File: config.mk
export PLATFORM = sky130hd
export DESIGN_NAME = instr_fetch_unit
export DESIGN_NICKNAME = d
export VERILOG_FILES = /design/src/rtl/instr_fetch_unit.sv
export SDC_FILE = /design/constraint.sdc
export NUM_CORES = 1
export LEC_CHECK = 0
export ABC_AREA = 1
export CELL_PAD_IN_SITES_DETAIL_PLACEMENT = 1
export CELL_PAD_IN_SITES_GLOBAL_PLACEMENT = 2
export CORE_MARGIN = 3
export CORE_UTILIZATION = 34
export CTS_CLUSTER_DIAMETER = 80
export DETAILED_ROUTE_END_ITERATION = 10
export PLACE_DENSITY_LB_ADDON = 0.1
export SLEW_MARGIN = 30
export SYNTH_ARGS = -nofsm -noshare
export SYNTH_HDL_FRONTEND = slang
export SYNTH_SLANG_ARGS = --single-unit
export TNS_END_PERCENT = 5
File: constraint.sdc
create_clock -name clk -period 6 [get_ports clk]
set_clock_uncertainty 0.1 [all_clocks]
set_input_delay 1.2 -clock clk [delete_from_list [all_inputs] [get_ports clk]]
set_output_delay 1.2 -clock clk [all_outputs]
set_load 0.02 [all_outputs]
File: src/rtl/instr_fetch_unit.sv
`default_nettype none
// ============================================================================
// Module   : instr_fetch_unit
// Brief    : PC owner and fetch buffer feeding decode over valid/ready.
// Revision : 1.0
// ============================================================================
module instr_fetch_unit #(
  parameter int                ADDR_W     = 6,
  parameter int                DATA_W     = 32,
  parameter int                FIFO_DEPTH = 2,
  parameter logic [DATA_W-1:0] NOP_WORD   = 32'h0007_8000
) (
  input  logic              clk,
  input  logic              rst_n,
  input  logic              fetch_en,
  output logic [ADDR_W-1:0] imem_addr,
  input  logic [DATA_W-1:0] imem_rdata,
  input  logic              redirect_valid,
  input  logic [ADDR_W-1:0] redirect_pc,
  output logic              if_valid,
  input  logic              if_ready,
  output logic [DATA_W-1:0] if_instr,
  output logic [ADDR_W-1:0] if_pc
);

  localparam int             PTR_W = $clog2(FIFO_DEPTH);
  localparam logic [PTR_W:0] c_full_count = (PTR_W+1)'(FIFO_DEPTH);

  logic [ADDR_W-1:0] r_pc;
  logic [PTR_W:0]    r_count;
  logic [PTR_W-1:0]  r_wr_ptr;
  logic [PTR_W-1:0]  r_rd_ptr;
  logic [ADDR_W-1:0] r_pc_mem    [FIFO_DEPTH];
  logic [DATA_W-1:0] r_instr_mem [FIFO_DEPTH];

  logic w_valid;
  logic w_full;
  logic w_pop;
  logic w_push;

  assign w_valid = (r_count != '0);
  assign w_full  = (r_count == c_full_count);
  assign w_pop   = w_valid & if_ready;
  // A pop frees the head slot this edge, so a full buffer can still accept.
  assign w_push  = fetch_en & ~redirect_valid & (~w_full | w_pop);

  assign imem_addr = r_pc;
  assign if_valid  = w_valid;
  assign if_instr  = w_valid ? r_instr_mem[r_rd_ptr] : NOP_WORD;
  assign if_pc     = w_valid ? r_pc_mem[r_rd_ptr]    : '0;

  always_ff @(posedge clk or negedge rst_n) begin
    if (!rst_n) begin
      r_pc     <= '0;
      r_count  <= '0;
      r_wr_ptr <= '0;
      r_rd_ptr <= '0;
    end else if (redirect_valid) begin
      r_pc     <= redirect_pc;
      r_count  <= '0;
      r_wr_ptr <= '0;
      r_rd_ptr <= '0;
    end else begin
      if (w_push) begin
        r_pc     <= r_pc + ADDR_W'(1);
        r_wr_ptr <= r_wr_ptr + PTR_W'(1);
      end
      if (w_pop) begin
        r_rd_ptr <= r_rd_ptr + PTR_W'(1);
      end
      case ({w_push, w_pop})
        2'b10:   r_count <= r_count + (PTR_W+1)'(1);
        2'b01:   r_count <= r_count - (PTR_W+1)'(1);
        default: r_count <= r_count;
      endcase
    end
  end

  // Storage needs no reset: r_count gates every read of it.
  always_ff @(posedge clk) begin
    if (w_push) begin
      r_pc_mem[r_wr_ptr]    <= r_pc;
      r_instr_mem[r_wr_ptr] <= imem_rdata;
    end
  end

endmodule
`default_nettype wire

==> summary.md, run 1 <==
| Metric | Value |
|---|---|
| Post-synthesis compound-gate area fraction | `0.0701` |
| Nets | `416` |
| Area Growth Syn to Fin | `39.3%` |
| VDD IR max | `0.000153 V` |
| Place WS | `2710 ps` |
| GRT Util Overall | `0.153` |
| R2R Path End | `r_instr_mem[0][14]` |
| Vias in the first global route | `2,521` |
| DIE AREA | `11,300 sq um` |
| Syn_nets | `325` |
| Slew Limit Fails | `0` |
| Initial antenna violation count | `0` |
| Synth Area in XOR/XNOR | `0.00511` |
| Sequential Power Share | `0.441` |
| Via count | `2,393` |
| Post-CTS setup buffers | `0` |
| Worst-path fanout max | `40` |
| # resized after CTS | `0` |
| Global-route wire length before repair | `13,200 um` |
| Cts bufs inserted | `9` |
| Final setup fails | `0` |
| Routed Antenna Nets | `0` |
| CP arrival | `2330 ps` |
| Io pins | `88` |
| Hold_buf cts | `0` |
| Chip width | `106 um` |
| Root Driver | `clkbuf_8` |
| Clk slew on worst S/H paths | `80 ps` |
| DRT iter0 DRCs | `91` |
| Cells on worst reg2reg path | `6` |
| Die height | `106 um` |
| Outcome | `complete, no violations` |
| Sequential fraction of the synthesis area | `0.739` |
| Internal power | `1.15 mW` |
| Hold Vio Cnt, Final | `0` |
| Max Freq | `275 MHz` |
| Grt ovf | `0` |
| Synth warn | `0` |
| Core area | `9770 sq um` |
| Main combinational cell family by area after synthesis | `simple AND/OR/NAND/NOR gates` |
| Min-Delay Path Class | `register to register` |
| Min Hold Slack | `459 ps` |
| CTS Sinks | `86` |
| Worst reg2reg path startpoint | `r_count[0]` |
| Largest net degree at the start of global routing | `41` |
| Cell area after synthesis | `3430 sq um` |
| Starting Density | `0.351` |
| Yosys top cell by area | `edfxtp_1` |
| Layout cells sized above 1 | `0.0902` |
| Leak | `1.72 nW` |
| WHS Endpoint | `r_pc_mem[0][3]` |
| Pre-antenna DRT Iters | `7` |
| Hold wc startpoint | `imem_addr[3]` |
| Setup TNS | `0 ps` |
| Synthesized area per cell | `12.2 sq um` |
| Distinct cells, synth | `23` |
| Worst endpoint required time | `4700 ps` |
| DRC | `0` |
| Switching Fraction | `0.292` |
| Max cap viols | `0` |
| Final Cycle Share | `0.605` |
| Combinational power share | `0.262` |
| Port bufs | `87` |
| CTS tree | `yes` |
| Reg2Reg Setup Slack | `4260 ps` |
| Synth Register Bits | `86` |
| CP Capture Type | `primary output` |
| Simple-Gate Fraction of Synth Area | `0.151` |
| Crit Path Category | `register to primary output` |
| # diodes | `0` |
| Area contributors post-synth | `edfxtp_1 67%, nand2_1 11%, dfrtp_1 7.3%` |
| Synth Instances | `281` |
| Row count | `36` |
| Psw | `0.473 mW` |
| Mux contribution to synthesized area | `0` |
| Crit start category | `register` |
| Final setup margin | `2370 ps` |
| Hpwl dp | `5610 um` |
| Pwr per Cell Area | `339 nW/um^2` |
| H-tree depth | `3` |
| Vias per cell | `4.69` |
| Minimum clock period | `3630 ps` |
| Adder-Cell Fraction of Synth Area | `0.00365` |
| Top cell type's share of synthesized area | `0.666` |
| Skew-Pair Late Insertion Delay | `340 ps` |
| Worst-Margin Slew | `754 ps` |
| RSZ-0062 raised after global routing | `false` |
| Routed wire length | `8270 um` |
| Avg WL per Cell | `16.2 um` |
| Slew headroom | `0.496` |
| CTS max path bufs | `2` |
| GPL Wtd Cong | `0.735` |
| Clk pwr share | `0.297` |
| Hold depth | `0` |
## registers in the layout, summed over array words and instances (netlist names)
signal / count
imem_addr: 6
r_count: 2
r_wr_ptr: 1
r_rd_ptr: 1
r_instr_mem: 64
r_pc_mem: 12
## power groups by stage
| stage | logic, mW | clock network, mW | registers (mW) |
|---|---|---|---|
| after floorplan | 0.213 | 0 | 0.730 |
| after global placement | 0.417 | 0 | 0.727 |
| after detailed placement | 0.432 | 0 | 0.728 |
| after CTS | 0.434 | 0.493 | 0.715 |
| after global routing | 0.461 | 0.516 | 0.720 |
| final | 0.424 | 0.481 | 0.714 |
## worst max-delay path, cell delays in order, from the launching register on
cell	delay, ps
dfrtp_1	400
inv_2	550
nand2_1	130
a21oi_1	250
clkdlybuf4s50_1	650
## cell type report
type | instances | area, sq um
fillers | 1043 | 5000
flip-flops and latches | 86 | 2530
repair buffers | 92 | 988
multi-input cells | 171 | 803
well taps | 133 | 166
clock buffers | 11 | 131
clock inverters | 5 | 106
inverters | 12 | 47.5
## metrics by stage
step	power [mW]	utilization	std cells	cell area [sq um]
floorplan	0.943	-	281	3430
global placement	1.14	0.453	490	4430
detailed placement	1.16	0.464	494	4540
CTS	1.64	0.489	510	4780
global route	1.70	0.489	510	4780
finish	1.62	0.489	510	4780
## synth_stat cells, drive strengths merged
library cell	n
a21oi	36
edfxtp	76
nor2	4
inv	12
dfrtp	10
nand3	13
xnor2	1
buf	7
clkbuf	5
o21bai	1
nand2	105
nand4	1
ha	1
o211ai	5
nand3b	1
xor2	1
a31oi	1
o21ai	1
## layer usage
metal,GRT usage,part of all wire
met1,0.190,0.43
met4,0.0466,0.0081
met5,0,0
met3,0.0383,0.045
met2,0.265,0.52
## worst max path at each step
| stage | from | end | depth (start not counted) |
|---|---|---|---|
| 3_3_place_gp | redirect_valid | r_instr_mem[0][21] | 6 |
| 5_1_grt | r_rd_ptr | if_instr[4] | 4 |
| 6_report | r_rd_ptr | if_instr[4] | 4 |
| 4_1_cts | r_rd_ptr | if_instr[31] | 4 |
| 2_1_floorplan | redirect_valid | r_instr_mem[0][0] | 6 |
| 3_5_place_dp | r_rd_ptr | if_instr[4] | 4 |
## placed cells by master, fill, tap and decap left out, types with 2 or more instances in the layout
| cell type | synthesis | routed |
|---|---|---|
| nand2_1 | 101 | 101 |
| clkdlybuf4s50_1 | 0 | 87 |
| edfxtp_1 | 76 | 76 |
| a21oi_1 | 35 | 35 |
| nand3_1 | 13 | 13 |
| dfrtp_1 | 10 | 10 |
| clkbuf_8 | 0 | 9 |
| inv_2 | 7 | 7 |
| o211ai_1 | 5 | 5 |
| nand2_4 | 4 | 4 |
| inv_1 | 4 | 4 |
| buf_16 | 0 | 4 |
| bufinv_16 | 0 | 3 |
| nor2_4 | 0 | 2 |
| nor2_1 | 4 | 2 |
| clkbuf_1 | 5 | 2 |
## cell families after synthesis
kind of cell               Yosys count
AOI/OAI and AO/OA                   44
xor gates and xnor gates             2
buffers and inverters               24
DFF                                 86
and+or+nand+nor                    124
adders and majority gates            1
(Power assumes the default switching activity.)
==> run 2: changes to the inputs <==
- CORE_UTILIZATION: 34 -> 31
- clock period: 6 -> 3.7 ns (I/O delays scaled with it)
==> summary.md, run 2 (synthesis results as in run 1) <==
| Metric | Value |
|---|---|
| Global-route wire length before repair | `12,800 um (-2.9%)` |
| Hold Vio Cnt, Final | `0 (unchanged)` |
| Leak | `1.68 nW (-2.1%)` |
| Finished Cell Area | `4680 sq um (-2.0%)` |
| Vias per cell | `4.61 (-1.7%)` |
| Sequential Power Share | `0.463 (+0.022)` |
| Outcome | `complete, no violations` |
| Initial antenna violation count | `0 (unchanged)` |
| Root Driver | `clkbuf_8` |
| Final Cycle Share | `0.827` |
| Most frequent cells in the layout | `101 x nand2_1, 87 x clkdlybuf4s50_1, 76 x edfxtp_1` |
| Critical-path top delay cell | `clkdlybuf4s50_1` |
| Most flop-heavy register | `r_instr_mem` |
| Worst-Margin Slew | `625 ps (-129 ps)` |
| DRT iter0 DRCs | `84 (-7.7%)` |
| Port bufs | `87 (unchanged)` |
| Final setup fails | `0 (unchanged)` |
| Layout cells sized above 1 | `0.0955 (+0.00531)` |
| Hpwl dp | `5440 um (-3.1%)` |
| Die height | `111 um (+4.5%)` |
| Largest net degree at the start of global routing | `39 (-4.9%)` |
| Skew-Pair Late Insertion Delay | `350 ps (about the same)` |
| Max Freq | `327 MHz` |
| DIE AREA | `12,400 sq um (+9.1%)` |
| Power, Total | `2.50 mW (+54%)` |
| Grt ovf | `0 (unchanged)` |
| Chip width | `111 um (+4.5%)` |
| Pwr per Cell Area | `534 nW/um^2 (+58%)` |
| Setup TNS | `0 ps (unchanged)` |
| Crit path top cell by count | `inv_2` |
| Crit start category | `register` |
| Switching Fraction | `0.311 (+0.0194)` |
| Most common library cell in the layout ignoring fill and taps | `nand2_1` |
| CP Cell Sequence | `inv_2 > nand2_4 > inv_2 > a21oi_1 > clkdlybuf4s50_1` |
| CP arrival | `2220 ps (-110 ps)` |
| Internal power | `1.72 mW (+50%)` |
| Pre-antenna DRT Iters | `4 (-3)` |
| RSZ-0062 raised after global routing | `false` |
| Nets | `416 (unchanged)` |
| Psw | `0.779 mW (+65%)` |
| Max cap viols | `0 (unchanged)` |
| # diodes | `0 (unchanged)` |
| # resized after CTS | `0 (unchanged)` |
| CTS max path bufs | `2 (unchanged)` |
| Routed wire length | `8050 um (-2.6%)` |
| Clk pwr share | `0.268 (-0.029)` |
| Place WS | `835 ps (-1880 ps)` |
| H-tree depth | `3 (unchanged)` |
| Min-Delay Path Class | `register to register` |
| Slew headroom | `0.583 (+0.0861)` |
| Clk slew on worst S/H paths | `90 ps (about the same)` |
| GRT Util Overall | `0.132 (-0.0214)` |
| CP Capture Type | `primary output` |
| Slew Limit Fails | `0 (unchanged)` |
| Vias in the first global route | `2,410 (-4.4%)` |
| Worst path max stage delay | `580 ps (-70 ps)` |
| Worst-path fanout max | `34 (-15%)` |
| Area post-placement | `4470 sq um (-1.4%)` |
| GPL Wtd Cong | `0.755 (+2.8%)` |
| CTS tree | `yes` |
| Hold_buf cts | `0 (unchanged)` |
| Crit Path Category | `register to primary output` |
| Io pins | `88 (unchanged)` |
| Minimum clock period | `3060 ps` |
| Row count | `37 (+2.8%)` |
| Combinational power share | `0.269 (+0.007)` |
| VDD IR max | `0.000177 V (+15%)` |
| Avg WL per Cell | `15.7 um (-3.2%)` |
| Min Hold Slack | `469 ps (+9.89 ps)` |
| CTS Sinks | `86 (unchanged)` |
| Worst endpoint required time | `2860 ps (-1840 ps)` |
| Area Growth Syn to Fin | `36.5%` |
| Max reg flops | `64 (unchanged)` |
| Final setup margin | `638 ps (-1730 ps)` |
| Post-CTS setup buffers | `0 (unchanged)` |
| Core area | `10,600 sq um (+8.0%)` |
| Starting Density | `0.325 (-0.0259)` |
| Via count | `2,365 (-1.2%)` |
| DRC | `0 (unchanged)` |
| Cts bufs inserted | `9 (unchanged)` |
| Routed Antenna Nets | `0 (unchanged)` |
## run 2: cell count changes in the layout (fill, tap and decap cells not counted), sizes merged
cell	before	now
bufinv	3	1
clkbuf	11	9
clkinv	0	2
inv	13	15
## run 2: cell type report
class	count	area, sq um
Clock buffer	9	124
Clock inverter	7	80.1
Fill cell	1171	5880
Inverter	12	47.5
Multi-Input combinational cell	171	803
Sequential cell	86	2530
Tap cell	136	170
Timing Repair Buffer	92	921
## run 2: worst paths after layout
path	start	to	slack, ps	cells past startpoint
worst max register to register	r_count[0]	r_pc_mem[0][5]	1850	5
worst max-delay path	r_count[0]	if_instr[20]	640	5
max in group asynchronous	rst_n	r_rd_ptr	2520	1
worst min register to register	imem_addr[3]	r_pc_mem[1][3]	470	0
min in group asynchronous	rst_n	imem_addr[0]	620	1
worst min-delay path	imem_addr[3]	r_pc_mem[1][3]	470	0
## run 2: power by group through the flow
stage	sequential (mW)	combinational, mW	clock (mW)
global placement	1.18	0.687	0
finish	1.16	0.671	0.671
CTS	1.16	0.691	0.695
floorplan	1.18	0.346	0
global route	1.17	0.735	0.735
detailed placement	1.18	0.689	0
## run 2: critical path: cells and delay by family, from the launching register on
family / cells / cell delay [ps]
and+or+nand+nor: 1 / 100
AOI/OAI and AO/OA: 1 / 140
buffers and inverters: 3 / 1180
DFF: 1 / 440
## run 2: stage by stage
stage,std cells,util
6_report,513,0.443
5_1_grt,513,0.443
4_1_cts,513,0.443
3_5_place_dp,497,0.424
3_3_place_gp,497,0.424
2_1_floorplan,281,-
## run 2: per-layer routing
| metal | GRT usage | routed length (um) | vias up |
|---|---|---|---|
| li1 | - | - | 1153 |
| met2 | 0.214 | 3930 | 54 |
| met1 | 0.170 | 3630 | 1148 |
| met4 | 0.0462 | 102 | 0 |
| met3 | 0.0355 | 392 | 10 |
| met5 | 0 | 0 | - |
==> run 3: changes to the inputs <==
- CORE_UTILIZATION: 31 -> 28
- clock period: 3.7 -> 2.5 ns (I/O delays scaled with it)
==> summary.md, run 3 (synthesis results as in run 1) <==
| Metric | Value |
|---|---|
| Outcome | `complete, no violations` |
| Cells on worst reg2reg path | `5 (unchanged)` |
| Crit Path Category | `register to primary output` |
| Io pins | `88 (unchanged)` |
| Hold_buf cts | `0 (unchanged)` |
| Via count | `2,364 (-0.042%)` |
| Hold Vio Cnt, Final | `0 (unchanged)` |
| Area Growth Syn to Fin | `39.3%` |
| Max cap viols | `0 (unchanged)` |
| Max Freq | `432 MHz` |
| Reg2Reg Setup Slack | `900 ps (-950 ps)` |
| # resized after CTS | `35 (+35)` |
| GPL Wtd Cong | `0.714 (-5.5%)` |
| Most flop-heavy register | `r_instr_mem` |
| Grt ovf | `0 (unchanged)` |
| DIE AREA | `13,600 sq um (+10%)` |
| Nets | `420 (+0.96%)` |
| CP Cell Sequence | `inv_2 > buf_12 > nand2_1 > a21oi_1 > dlygate4sd2_1` |
| Pre-antenna DRT Iters | `4 (unchanged)` |
| Final Cycle Share | `0.926` |
| Initial antenna violation count | `0 (unchanged)` |
| Crit start category | `register` |
| CP arrival | `1710 ps (-510 ps)` |
| Routed wire length | `8570 um (+6.5%)` |
| Inst Count DP | `508 (+2.2%)` |
| GRT Util Overall | `0.134 (+0.00179)` |
| Worst setup path endpoint | `if_pc[4]` |
| Max reg flops | `64 (unchanged)` |
| DRC | `0 (unchanged)` |
| Min-Delay Path Class | `input pin to asynchronous set/reset pin` |
| Fin cells | `523 (+1.9%)` |
| # diodes | `0 (unchanged)` |
| Global-route wire length before repair | `13,600 um (+5.9%)` |
| Slew headroom | `0.644 (+0.0615)` |
| H-tree depth | `3 (unchanged)` |
| Setup TNS | `0 ps (unchanged)` |
| CTS Sinks | `86 (unchanged)` |
| Clk slew on worst S/H paths | `60 ps (-30 ps)` |
| Cts bufs inserted | `9 (unchanged)` |
| Worst path max stage delay | `410 ps (-170 ps)` |
| Port bufs | `87 (unchanged)` |
| CP Capture Type | `primary output` |
| Most common library cell in the layout ignoring fill and taps | `nand2_1` |
| Core area | `11,700 sq um (+11%)` |
| R2R Path End | `r_instr_mem[1][28]` |
| Worst-Margin Slew | `532 ps (-93.0 ps)` |
| Layout cells sized above 1 | `0.0974 (+0.00188)` |
| Root Driver | `clkbuf_16` |
| Routed Antenna Nets | `0 (unchanged)` |
| RSZ-0062 raised after global routing | `false` |
| Largest net degree at the start of global routing | `38 (-2.6%)` |
| Most frequent cells in the layout | `101 x nand2_1, 76 x edfxtp_1, 49 x clkdlybuf4s50_1` |
| Chip width | `117 um (+4.9%)` |
| Worst reg2reg path startpoint | `r_count[0]` |
| Skew-Pair Late Insertion Delay | `330 ps (-20 ps)` |
| Critical Path Source | `r_rd_ptr` |
| Final Core Density | `0.408 (-0.0354)` |
| Critical-path top delay cell | `dfrtp_1` |
| Row count | `39 (+5.4%)` |
| Final setup fails | `0 (unchanged)` |
| Starting Density | `0.293 (-0.0321)` |
| Slew Limit Fails | `0 (unchanged)` |
| DRT iter0 DRCs | `62 (-26%)` |
| Vias in the first global route | `2,602 (+8.0%)` |
| CTS max path bufs | `2 (unchanged)` |
| Worst endpoint required time | `1900 ps (-960 ps)` |
| Minimum clock period | `2310 ps` |
| Worst-path fanout max | `37 (+8.8%)` |
| Avg WL per Cell | `16.4 um (+4.4%)` |
| Vias per cell | `4.52 (-2.0%)` |
| Leak | `1.90 nW (+13%)` |
| VDD IR max | `0.000351 V (+98%)` |
| Post-CTS setup buffers | `0 (unchanged)` |
| Die height | `117 um (+4.9%)` |
| CTS tree | `yes` |
| Pwr per Cell Area | `806 nW/um^2 (+51%)` |
| Hpwl dp | `5620 um (+3.2%)` |
==> run 3: cell count changes in the layout (fill, tap and decap cells not counted), moves of 2 or more <==
cell,change
buf_12,+2
clkbuf_16,+9
clkbuf_1,+2
dlygate4sd2_1,+33
clkdlybuf4s50_1,-38
dlymetal6s2s_1,+5
clkbuf_8,-9
==> run 3: how the worst min path moves through the flow <==
stage          depth (start not counted)             end    startpoint  slack [ps]
2_1_floorplan                          0    imem_addr[0]         rst_n         100
3_3_place_gp                           0  r_pc_mem[1][3]  imem_addr[3]         470
3_5_place_dp                           0  r_pc_mem[0][3]  imem_addr[3]         480
4_1_cts                                1    imem_addr[1]         rst_n         440
5_1_grt                                1    imem_addr[1]         rst_n         440
6_report                               1    imem_addr[1]         rst_n         420
==> run 3: critical path, delay by kind of cell (launching register included) <==
kind                   cells  cell delay [ps]
AO/OA/AOI/OAI              1              190
buffers and inverters      3              710
flip-flops                 1              410
AND/OR/NAND/NOR            1               70
==> run 3: where the power goes <==
| part | switching (mW) | internal, mW |
|---|---|---|
| Clock | 0.514 | 0.664 |
| Combinational | 0.596 | 0.357 |
| Sequential | 0.0557 | 1.66 |
==> run 3: metal layers <==
metal | wire [um] | vias to the layer above | global-route usage
li1 | - | 1160 | -
met1 | 3950 | 1144 | 0.174
met2 | 4140 | 54 | 0.220
met3 | 383 | 6 | 0.0347
met4 | 93 | 0 | 0.0413
met5 | 0 | - | 0
==> run 3: area by class of cell <==
type / instances / area, sq um
fill: 1249 / 6940
inverter: 12 / 52.6
clock inverter: 4 / 25.0
multi-input combinational: 171 / 803
tap: 143 / 179
sequential: 86 / 2530
clock buffer: 11 / 233
timing repair buffer: 96 / 951
==> run 3: metrics by stage <==
step / setup slack (ps) / total power [mW] / hold slack, ps / area (sq um)
5_1_grt: 40.3 / 4.07 / 438 / 4780
6_report: 185 / 3.85 / 421 / 4780
3_5_place_dp: -9.54 / 2.80 / 480 / 4540
2_1_floorplan: -542 / 2.26 / 104 / 3430
3_3_place_gp: 30.2 / 2.79 / 470 / 4540
4_1_cts: -85.2 / 3.93 / 435 / 4760
